## src/rtl/button_event_queue.sv

```systemverilog
// Debounced four-button press detector feeding a small colour-code FIFO that
// the processor drains one event per poll (dmem address 7).
module button_event_queue #(
    parameter int unsigned DEBOUNCE_CYCLES = 500000,
    parameter int unsigned DEPTH           = 4,
    parameter int unsigned PTR_W           = 2
) (
    input  logic             clock,
    input  logic             reset,
    input  logic             red_button,
    input  logic             blue_button,
    input  logic             green_button,
    input  logic             yellow_button,
    input  logic             poll,
    output logic [31:0]      rdata,
    output logic [PTR_W:0]   count,
    output logic             overflow
);

    localparam int unsigned CNT_W = (DEBOUNCE_CYCLES > 1) ? $clog2(DEBOUNCE_CYCLES) : 1;
    localparam logic [CNT_W-1:0] CNT_LAST   = CNT_W'(DEBOUNCE_CYCLES - 1);
    localparam logic [PTR_W:0]   FULL_COUNT = (PTR_W + 1)'(DEPTH);

    // Bit index equals colour code: red=0, blue=1, green=2, yellow=3.
    logic [3:0]       raw;
    logic [3:0]       sync1;
    logic [3:0]       sync2;
    logic [3:0]       stable;
    logic [3:0]       stable_d;
    logic [CNT_W-1:0] db_cnt [4];

    logic [3:0]       rising;
    logic             press;
    logic [1:0]       press_colour;

    logic [1:0]       mem [DEPTH];
    logic [PTR_W-1:0] head;
    logic [PTR_W-1:0] tail;
    logic             poll_d;
    logic             pop;
    logic             push;

    assign raw = {yellow_button, green_button, blue_button, red_button};

    always_ff @(posedge clock) begin
        if (reset) begin
            sync1    <= '0;
            sync2    <= '0;
            stable   <= '0;
            stable_d <= '0;
            for (int unsigned i = 0; i < 4; i++) begin
                db_cnt[i] <= '0;
            end
        end else begin
            sync1    <= raw;
            sync2    <= sync1;
            stable_d <= stable;
            for (int unsigned i = 0; i < 4; i++) begin
                if (sync2[i] == stable[i]) begin
                    db_cnt[i] <= '0;
                end else if (db_cnt[i] == CNT_LAST) begin
                    stable[i] <= sync2[i];
                    db_cnt[i] <= '0;
                end else begin
                    db_cnt[i] <= db_cnt[i] + CNT_W'(1);
                end
            end
        end
    end

    // Only the highest-priority simultaneous press is kept; the rest are
    // discarded silently (not an overflow).
    always_comb begin
        rising       = stable & ~stable_d;
        press        = |rising;
        press_colour = 2'd0;
        if (rising[0]) begin
            press_colour = 2'd0;
        end else if (rising[1]) begin
            press_colour = 2'd1;
        end else if (rising[2]) begin
            press_colour = 2'd2;
        end else if (rising[3]) begin
            press_colour = 2'd3;
        end
    end

    assign pop  = poll & ~poll_d & (count != '0);
    assign push = press & ((count != FULL_COUNT) | pop);

    always_ff @(posedge clock) begin
        if (reset) begin
            head     <= '0;
            tail     <= '0;
            count    <= '0;
            overflow <= 1'b0;
            poll_d   <= 1'b0;
        end else begin
            poll_d <= poll;
            if (pop) begin
                head <= head + PTR_W'(1);
            end
            if (push) begin
                tail <= tail + PTR_W'(1);
            end
            if (press && !push) begin
                overflow <= 1'b1;
            end
            case ({push, pop})
                2'b10:   count <= count + (PTR_W + 1)'(1);
                2'b01:   count <= count - (PTR_W + 1)'(1);
                default: count <= count;
            endcase
        end
    end

    always_ff @(posedge clock) begin
        if (push) begin
            mem[tail] <= press_colour;
        end
    end

    assign rdata = (count != '0) ? {29'd0, mem[head], 1'b1} : 32'd0;

endmodule

```

## config.mk

```make
export PLATFORM = sky130hd
export DESIGN_NAME = button_event_queue
export DESIGN_NICKNAME = d
export VERILOG_FILES = /design/src/rtl/button_event_queue.sv
export SDC_FILE = /design/constraint.sdc
export NUM_CORES = 1
export LEC_CHECK = 0
export BUFFER_PORTS_ARGS = -buffer_cell sky130_fd_sc_hd__buf_2
export CAP_MARGIN = 15
export CORE_ASPECT_RATIO = 1.25
export CORE_UTILIZATION = 49
export DETAILED_ROUTE_END_ITERATION = 10
export PLACE_DENSITY = 0.7
export SKIP_CTS_REPAIR_TIMING = 1
export SLEW_MARGIN = 5
export SYNTH_ARGS = -nofsm -noshare
export SYNTH_HDL_FRONTEND = slang
export SYNTH_SLANG_ARGS = --single-unit
export TNS_END_PERCENT = 30
```

## constraint.sdc

```tcl
create_clock -name clock -period 2.5 [get_ports clock]
set_input_delay 0.25 -clock clock [delete_from_list [all_inputs] [get_ports clock]]
set_output_delay 0.25 -clock clock [all_outputs]
set_load 0.01 [all_outputs]
```

# Yosys cells after proc, flatten, opt, wreduce, memory -nomap -nowiden

Memories as Yosys holds them, arrays and structs flattened. A register that Yosys moved wholly into a read port is not among the register bits.
Cells that the tools add are included.

Add/sub/neg operators: 8
Eq/ne operators: 11
Multiplexer cells: 68
Bitwise gates (word level): 23
Reductions and logical operators: 9

Operators with widths:

| kind                                                               | number |
|---|---|
| 19-bit 2-to-1 mux                                                  | 12 |
| 19-bit by 1-bit adder with 19-bit output, second input constant    | 4 |
| 19-bit == test, second input constant                              | 4 |
| 1-bit 2-to-1 mux                                                   | 48 |
| 1-bit OR                                                           | 13 |
| 2-bit 2-to-1 mux                                                   | 6 |
| 2-bit AND reduction                                                | 4 |
| 3-bit case mux with 2 select lines                                 | 1 |
| 1-bit inverter                                                     | 5 |
| 2-bit by 1-bit adder with 2-bit output, second input constant      | 2 |
| 4-bit bitwise AND                                                  | 1 |
| 1-bit == test                                                      | 4 |
| 4-bit inverter                                                     | 1 |
| 4-bit OR reduction                                                 | 1 |
| 3-bit by 1-bit adder with 3-bit output, second input constant      | 1 |
| 1-bit bitwise AND                                                  | 3 |
| 3-bit 2-to-1 mux                                                   | 1 |
| 3-bit inequality test, second input constant                       | 1 |
| 3-bit nonzero test                                                 | 1 |
| 3-bit by 1-bit subtractor with 3-bit output, second input constant | 1 |
| 2-bit by 1-bit == test with 1-bit output, second input constant    | 1 |
| 2-bit == test, second input constant                               | 1 |
| 2-bit nonzero test                                                 | 1 |
| 1-bit logical AND                                                  | 1 |
| 1-bit logical NOT                                                  | 1 |

Register bits after elaboration: 25
Memory bits (writable): 84
Input port bits: 7
Output and inout bits: 36
Logic and storage cells: 133
Memories: 2

Memories:

| memory | words | width | read ports | clocked after Yosys merged registers in | wr ports | line | text |
|---|---|---|---|---|---|---|---|
| db_cnt | 4     | 19    | 4          | 0                                       | 4        | 30   | `logic [CNT_W-1:0] db_cnt [4];` |
| mem    | 4     | 2     | 1          | 1                                       | 1        | 36   | `logic [1:0] mem [DEPTH];` |

# Depth between registers and ports, before layout

Gate-level depths: netlist of run 1.
An unclocked memory read counts as a cell.

Word-level depth: 8
Gate-level depth with buffers: 8
Mapped depth without buffers: 7

# Worst setup path after synthesis of run 1

Ideal clock, no wire load.

Path type: reg2reg
Start: register stable[0]
End: register count[2]
Library setup time: 0.123 ns
Data arrival time: 1.965 ns
Data required time: 2.377 ns
Slack: 0.412 ns
Stages on the path, launching flop included: 8
Path buffers: 0
Period minus slack after synthesis: 2.088 ns
Path through: dfxtp_1 > nor2b_4 > nor4_2 > nand2_1 > fa_1 > nor4_1 > a31oi_1 > mux2_1

Longest elaborated chain between the ends: 5
Elaborated cells on any way between the ends: 7
Classes of those cells: eq/ne: 2; mux: 1; bitwise: 2; reduce/logical: 2

RTL lines:

| element                                                                   | line | text |
|---|---|---|
| from (decl)                                                               | 28   | `logic [3:0] stable;` |
| from (signal, indexed assignment)                                         | 62   | `stable[i] <= sync2[i];` |
| 4-bit bitwise AND (*)                                                     | 74   | `rising = stable & ~stable_d;` |
| 4-bit OR reduction (*)                                                    | 75   | `press = \|rising;` |
| 1-bit bitwise AND (*)                                                     | 89   | `assign push = press & ((count != FULL_COUNT) \| pop);` |
| 2-bit by 1-bit == test with 1-bit output or 2-bit == test (tied branches) | 109  | `case ({push, pop})` |
| 3-bit case mux with 2 select lines or 2-bit nonzero test (tied branches)  | -    |  |
| to (signal assigned)                                                      | 110  | `2'b10: count <= count + (PTR_W + 1)'(1);` |
| to (signal assigned)                                                      | 111  | `2'b01: count <= count - (PTR_W + 1)'(1);` |
| to (signal assigned)                                                      | 112  | `default: count <= count;` |
| to (decl)                                                                 | 16   | `output logic [PTR_W:0] count,` |

Mark *: on every way between the ends. The rest lies on a longest branch, timed or not.
A chain may end at the register's enable or synchronous reset.

# Worst setup path in the final report of run 1

Start: register count[2]
End: register count[2]

Longest elaborated chain between the ends: 6
Elaborated cells on any way between the ends: 11
Classes of those cells: add/sub: 2; eq/ne: 3; mux: 1; bitwise: 3; reduce/logical: 2

RTL lines:

| element                                                                   | line | text |
|---|---|---|
| 3-bit nonzero test                                                        | 88   | `assign pop = poll & ~poll_d & (count != '0);` |
| 1-bit bitwise AND                                                         | 88   |  |
| 1-bit OR                                                                  | 89   |  |
| 1-bit bitwise AND                                                         | 89   |  |
| 2-bit by 1-bit == test with 1-bit output or 2-bit == test (tied branches) | 109  |  |
| 3-bit case mux with 2 select lines or 2-bit nonzero test (tied branches)  | -    |  |

Parallel ways exist; a longest one is shown, timed or not.

==> out/metrics.yaml, run 1 <==
synthesis:
  synthCells: 537
  ys_ff_latch: 111
  async_reset_ff_share_pct: 0
  synth_top_area_cell: "edfxtp_1"
  syn_area_per_cell_sq_um: 10.6
  synth-seq-area-share_pct: 53.7
  yosys_warnings: 0
  synth_edf_count: 84
  synth_cell_type_count: 43
  synth_top_area_share_pct: 44.2
  synthFlopType: "edfxtp_1"
  synthTopCellsByArea: "edfxtp_1 44%, dfxtp_1 9.5%, nor2_1 7.2%"
  syn-cell-area_sq_um: 5700
drt:
  dr.pass1.iters: 8
  wl_per_cell_microns: 12.0
  drtIter0Drc: 149
  route.detailed.drc: 6
  ant_nets: 0
  num_vias: 3665
  viasPerCell: 4.78
  routed_wl_microns: 9220
placed_design:
  portBuffers: 13
  detailedPlace.worstSlack_ns: 0.359
  dp_hpwl_microns: 6830
  gp_congestion: 0.777
global_routing:
  grt_pass1_wl_microns: 15400
  grt_pass1_vias: 3442
  gr-total-overflow: 0
  antenna_found_initial: 0
  met2_usage_pct: 29.0
  grt_util_met3_pct: 3.25
  grt_busiest_layer: "met2"
  grtUsageMet1_pct: 18.7
  grtUsageTotal_pct: 16.2
  grt_max_degree: 22
die:
  die_w_microns: 98.5
  fp-row-count: 43
  start_util_pct: 50.9
  die_h_microns: 123
  core_area_sq_um: 11200
  die_area_sq_um: 12100
  io_pins: 43
power_and_ir_drop:
  leakagePower_nw: 2.38
  irDropWorstVdd_mv: 0.360
  power_density_nw_per_um2: 618
  total_power_mw: 3.95
min_path:
  min_path_cells: 2
  hp-class: "primary input to flop"
clock_tree:
  clk_pin_slew_ns: 0.08
  cts_buffers: 9
  clkSinkCount: 111
  tritoncts: "done"
  h-tree-depth: 3
  clockBufferDepth: 2
  clk_latency_ns: 0.36
  cts-root-buf: "clkbuf_16"
sta:
  rsz0062_at_grt: "no"
  fin_crit_ns: 2.17
  setup-tns-final_ns: 0
  finalWorstSetupSlack_ns: 0.328
  maxSlewViolCount: 0
  final_hold_viol_count: 0
  min_period_over_period_pct: 86.9
  finalSetupViolations: 0
  clock.fmax_ghz: 0.460
  slew_headroom_pct: 57.5
  tightest_slew_ns: 0.638
  fin_skew_ns: 0.0114
cells_and_area:
  final_core_util_pct: 57.1
  area_delta_synth_final_pct: 12.0
  antenna-diode-count: 0
  layout-drive-gt1-share_pct: 7.28
  final_nets: 643
critical_path:
  critPathSlowestCell: "dfxtp_1"
  critPathLaunchType: "flop"
  path_buf_inv: 0
  worstPathArrival_ns: 2.42
  cp-end-kind: "flop"
  reg2reg_depth: 7
  worstPathRequired_ns: 2.74
  crit_path_max_incr_delay_ns: 0.41
  crit_cells: 7
  cp_max_fo: 6
  path_class: "flop to flop"
  path_delay_family: "simple AND/OR/NAND/NOR gates"
  critical_path.cell_chain: "nor3_1 > nor2_2 > nand2_1 > fa_1 > nor4_1 > a31oi_1 > mux2_1"
flow_run:
  maxCapViolCount: 0
status:
  violations: "design-rule violations"
  outcome: "complete, but fails checks"
-- per-stage QoR --
stage | instance area, sq um | hold slack [ns] | instances
after floorplan | 6090 | 0.378 | 640
after global placement | 6080 | 0.429 | 751
after detailed placement | 6080 | 0.428 | 751
after CTS | 6390 | 0.100 | 767
after global routing | 6390 | 0.0953 | 767
final | 6390 | 0.106 | 767
-- layer usage --
metal	up-vias	share of wire, %	wire, microns
li1	1873	-	-
met1	1734	43	3940
met2	46	53	4840
met3	12	2.8	254
met4	0	1.9	176
met5	-	0	0
-- cell families (layout without fill, tap and decap cells) --
kind of cell    after synthesis  after routing  synth area share (%)
compound gates                6              6                 0.680
xor+xnor                     76             76                  11.7
flops                       111            111                  53.7
mux                           9              9                  2.28
fa+ha+maj                     9              9                  2.11
buf+inv                      56             48                  5.75
simple gates                268            268                  23.6
other cells                   2            105                 0.132
-- Yosys cell counts, types with 7 or more instances --
library cell	count
buf_4	29
nor2_1	109
inv_1	15
nand4_1	14
nor2b_1	19
and3_1	10
ha_1	8
edfxtp_1	84
xor2_1	44
and4_1	8
nor3_1	11
nand2_1	33
nand3_1	27
dfxtp_1	27
buf_2	7
nand2b_1	8
xnor2_1	32
-- power by group --
group | internal [mW] | leakage, nW | switching (mW)
Clock | 0.739 | 0.152 | 0.718
Sequential | 2.06 | 1.08 | 0.0837
Combinational | 0.144 | 1.15 | 0.202
Total | 2.94 | 2.38 | 1.00
-- final timing paths --
kind / from / endpoint / slack (ns)
worst min register to register: sync1[2] / sync2[2] / 0.44
worst min-delay path: yellow_button / sync1[3] / 0.11
worst max-delay path: count[2] / count[2] / 0.33
worst max register to register: count[2] / count[2] / 0.33
-- area by class of cell --
type                    instances  area, sq um
clock inverters                 6         67.6
flip-flops and latches        111         3060
clock buffers                  10          239
inverters                      15         56.3
fillers                       965         4800
well taps                     135          169
multi-input cells             473         2700
repair buffers                 17         95.1
-- state kept, by name, summed over array words and instances (netlist names), named ones only --
name      count
poll_d        1
stable        4
sync1         4
stable_d      4
db_cnt       76
tail          2
head          2
sync2         4
overflow      1
count         3
mem           8
-- cells in the final DEF (no fill, tap or decap), types with 4 or more instances in the layout --
cell / instances
nor4_1: 6
xor2_1: 44
nor3_1: 11
xnor2_1: 32
dfxtp_1: 27
nor2_1: 109
conb_1: 105
buf_2: 13
clkbuf_16: 9
mux2i_1: 4
nand4_1: 14
and2_1: 5
nand2_1: 33
and3_1: 10
nand2b_1: 8
and4_1: 8
inv_1: 15
ha_1: 8
buf_4: 4
edfxtp_1: 84
nor2b_1: 19
nand3_1: 27
(Power assumes the default switching activity.)
==> run 2: changes to the inputs <==
- CORE_UTILIZATION: 49 -> 40
- PLACE_DENSITY: 0.7 -> 0.6
==> run 2 against run 1 <==
- the run now ends clean
- die area rose by 22%
- power fell by 2.9%
- clock skew fell by 0.0060 ns
- core utilization fell by 11 points
- design area rose by 0.22%
- combinational power fell by 1%
- sequential cell count did not move
- worst setup slack got worse by 0.0015 ns
- largest cell class unchanged
==> out/metrics.yaml, run 2 (synthesized netlist as in run 1, its figures left out) <==
critical_path:
  worstPathRequired_ns: 2.74
  critPathLaunchType: "flop"
  reg2reg_depth: 7
  path_class: "flop to flop"
  timing.rr.start: "stable[0]"
  worstPathArrival_ns: 2.42
  critPathSlowestCell: "fa_1"
  r2r_setup_slack_ns: 0.33
  r2r_end: "count[2]"
  cp-end-kind: "flop"
  critical_path.cell_chain: "nor2b_4 > nor4_2 > nand2_1 > fa_1 > nor4_1 > a31oi_1 > mux2_1"
  cp_max_fo: 4
  crit_path_max_incr_delay_ns: 0.40
sta:
  clock.fmax_ghz: 0.460
  maxSlewViolCount: 0
  fin_skew_ns: 0.00547
  min_period_over_period_pct: 86.9
  fin_crit_ns: 2.17
  slew_headroom_pct: 55.7
  final_hold_viol_count: 0
  tightest_slew_ns: 0.665
  finalSetupViolations: 0
  rsz0062_at_grt: "no"
  setup-tns-final_ns: 0
drt:
  viasPerCell: 4.47
  routed_wl_microns: 9030
  wl_per_cell_microns: 11.2
  drtIter0Drc: 89
  ant_nets: 0
  dr.pass1.iters: 4
  num_vias: 3608
  route.detailed.drc: 0
die:
  die_area_sq_um: 14700
  fp-row-count: 48
  io_pins: 43
  die_h_microns: 135
  start_util_pct: 41.1
  die_w_microns: 109
  core_area_sq_um: 13900
clock_tree:
  cts_buffers: 9
  h-tree-depth: 3
  clk_pin_slew_ns: 0.07
  cts-root-buf: "clkbuf_16"
  clk_latency_ns: 0.35
  clockBufferDepth: 2
  tritoncts: "done"
  clkSinkCount: 111
cells_and_area:
  top_regs: "db_cnt (76), mem (8)"
  seq_area_sq_um: 3060
  final_core_util_pct: 46.1
  fin_cells: 807
  area_delta_synth_final_pct: 12.3
  multi_input_area_sq_um: 2700
  antenna-diode-count: 0
  regMostFlops: "db_cnt"
  fin_area_sq_um: 6400
  mostFrequentLayoutCell: "nor2_1"
  final_nets: 643
  fill_cells: 1354
  layout-drive-gt1-share_pct: 6.80
  final_cell_mix: "109 x nor2_1, 105 x conb_1, 84 x edfxtp_1"
  largest_reg_flops: 76
power_and_ir_drop:
  p_sw_share_pct: 24.0
  p_sw_uw: 920
  p_int_mw: 2.91
  power_density_nw_per_um2: 599
  pwr-share-comb_pct: 8.9
  irDropWorstVdd_mv: 0.369
  p_seq_share_pct: 55.9
  clkPwrFrac_pct: 35.1
  leakagePower_nw: 2.37
placed_design:
  dp_hpwl_microns: 6670
  dp_cells: 791
  gp_congestion: 0.750
  placed_area_sq_um: 6130
  portBuffers: 13
flow_run:
  maxCapViolCount: 0
global_routing:
  gr-total-overflow: 0
  grt_max_degree: 18
  grt_pass1_wl_microns: 15300
  grt_pass1_vias: 3457
  grtUsageTotal_pct: 13.4
  antenna_found_initial: 0
min_path:
  min_path_cells: 2
  worstHoldStart: "green_button"
  hp-class: "primary input to flop"
  worstHoldEndpoint: "sync1[2]"
status:
  outcome: "completed"
-- run 2: changes by cell type in the layout (fill, tap and decap cells not counted), sizes merged --
cell	previous run	this run
inv	19	16
clkbuf	10	13
-- run 2: how the worst max path moves through the flow --
stage,cells after the start,slack (ns),startpoint,endpoint
floorplan,7,0.41,stable[0],count[2]
global placement,7,0.37,stable[0],count[2]
detailed placement,7,0.34,stable[0],count[2]
CTS,7,0.32,stable[0],count[2]
global route,7,0.17,count[2],count[2]
finish,7,0.33,stable[0],count[2]
-- run 2: through the flow --
| stage | setup WS [ns] | power (mW) | hold WS (ns) |
|---|---|---|---|
| after floorplan | 0.412 | 2.46 | 0.378 |
| after global placement | 0.374 | 2.51 | 0.428 |
| after detailed placement | 0.345 | 2.52 | 0.423 |
| after CTS | 0.323 | 3.88 | 0.0991 |
| after global routing | 0.165 | 4.00 | 0.112 |
| final | 0.327 | 3.83 | 0.112 |
-- run 2: layout make-up --
type                            instances  share of cell area [%]
Multi-Input combinational cell        473                    42.1
Tap cell                              175                    3.42
Inverter                               15                   0.880
Sequential cell                       111                    47.9
Clock inverter                          3                   0.313
Timing Repair Buffer                   17                    1.49
Clock buffer                           13                    3.91
-- run 2: power by group through the flow --
stage                     Clock, mW  Sequential, mW  Combinational [mW]
final                          1.35            2.14               0.342
after global routing           1.46            2.16               0.390
after CTS                      1.39            2.14               0.342
after detailed placement          0            2.19               0.340
after global placement            0            2.18               0.333
after floorplan                   0            2.17               0.293
-- run 2: layer usage --
layer  track usage, %  vias up  share of wire [%]
met3             2.31       13                1.9
met2             22.7       30                 50
met4             6.76        0                2.1
met5                0        -                  0
li1                 -     1879                  -
met1             16.3     1686                 46
-- run 2: critical path: cells and delay by family (launching register included) --
kind	cells	cell delay, ns
muxes	1	0.32
adders and majority gates	1	0.40
AOI/OAI and AO/OA	1	0.08
and+or+nand+nor	4	0.93
DFF	1	0.35
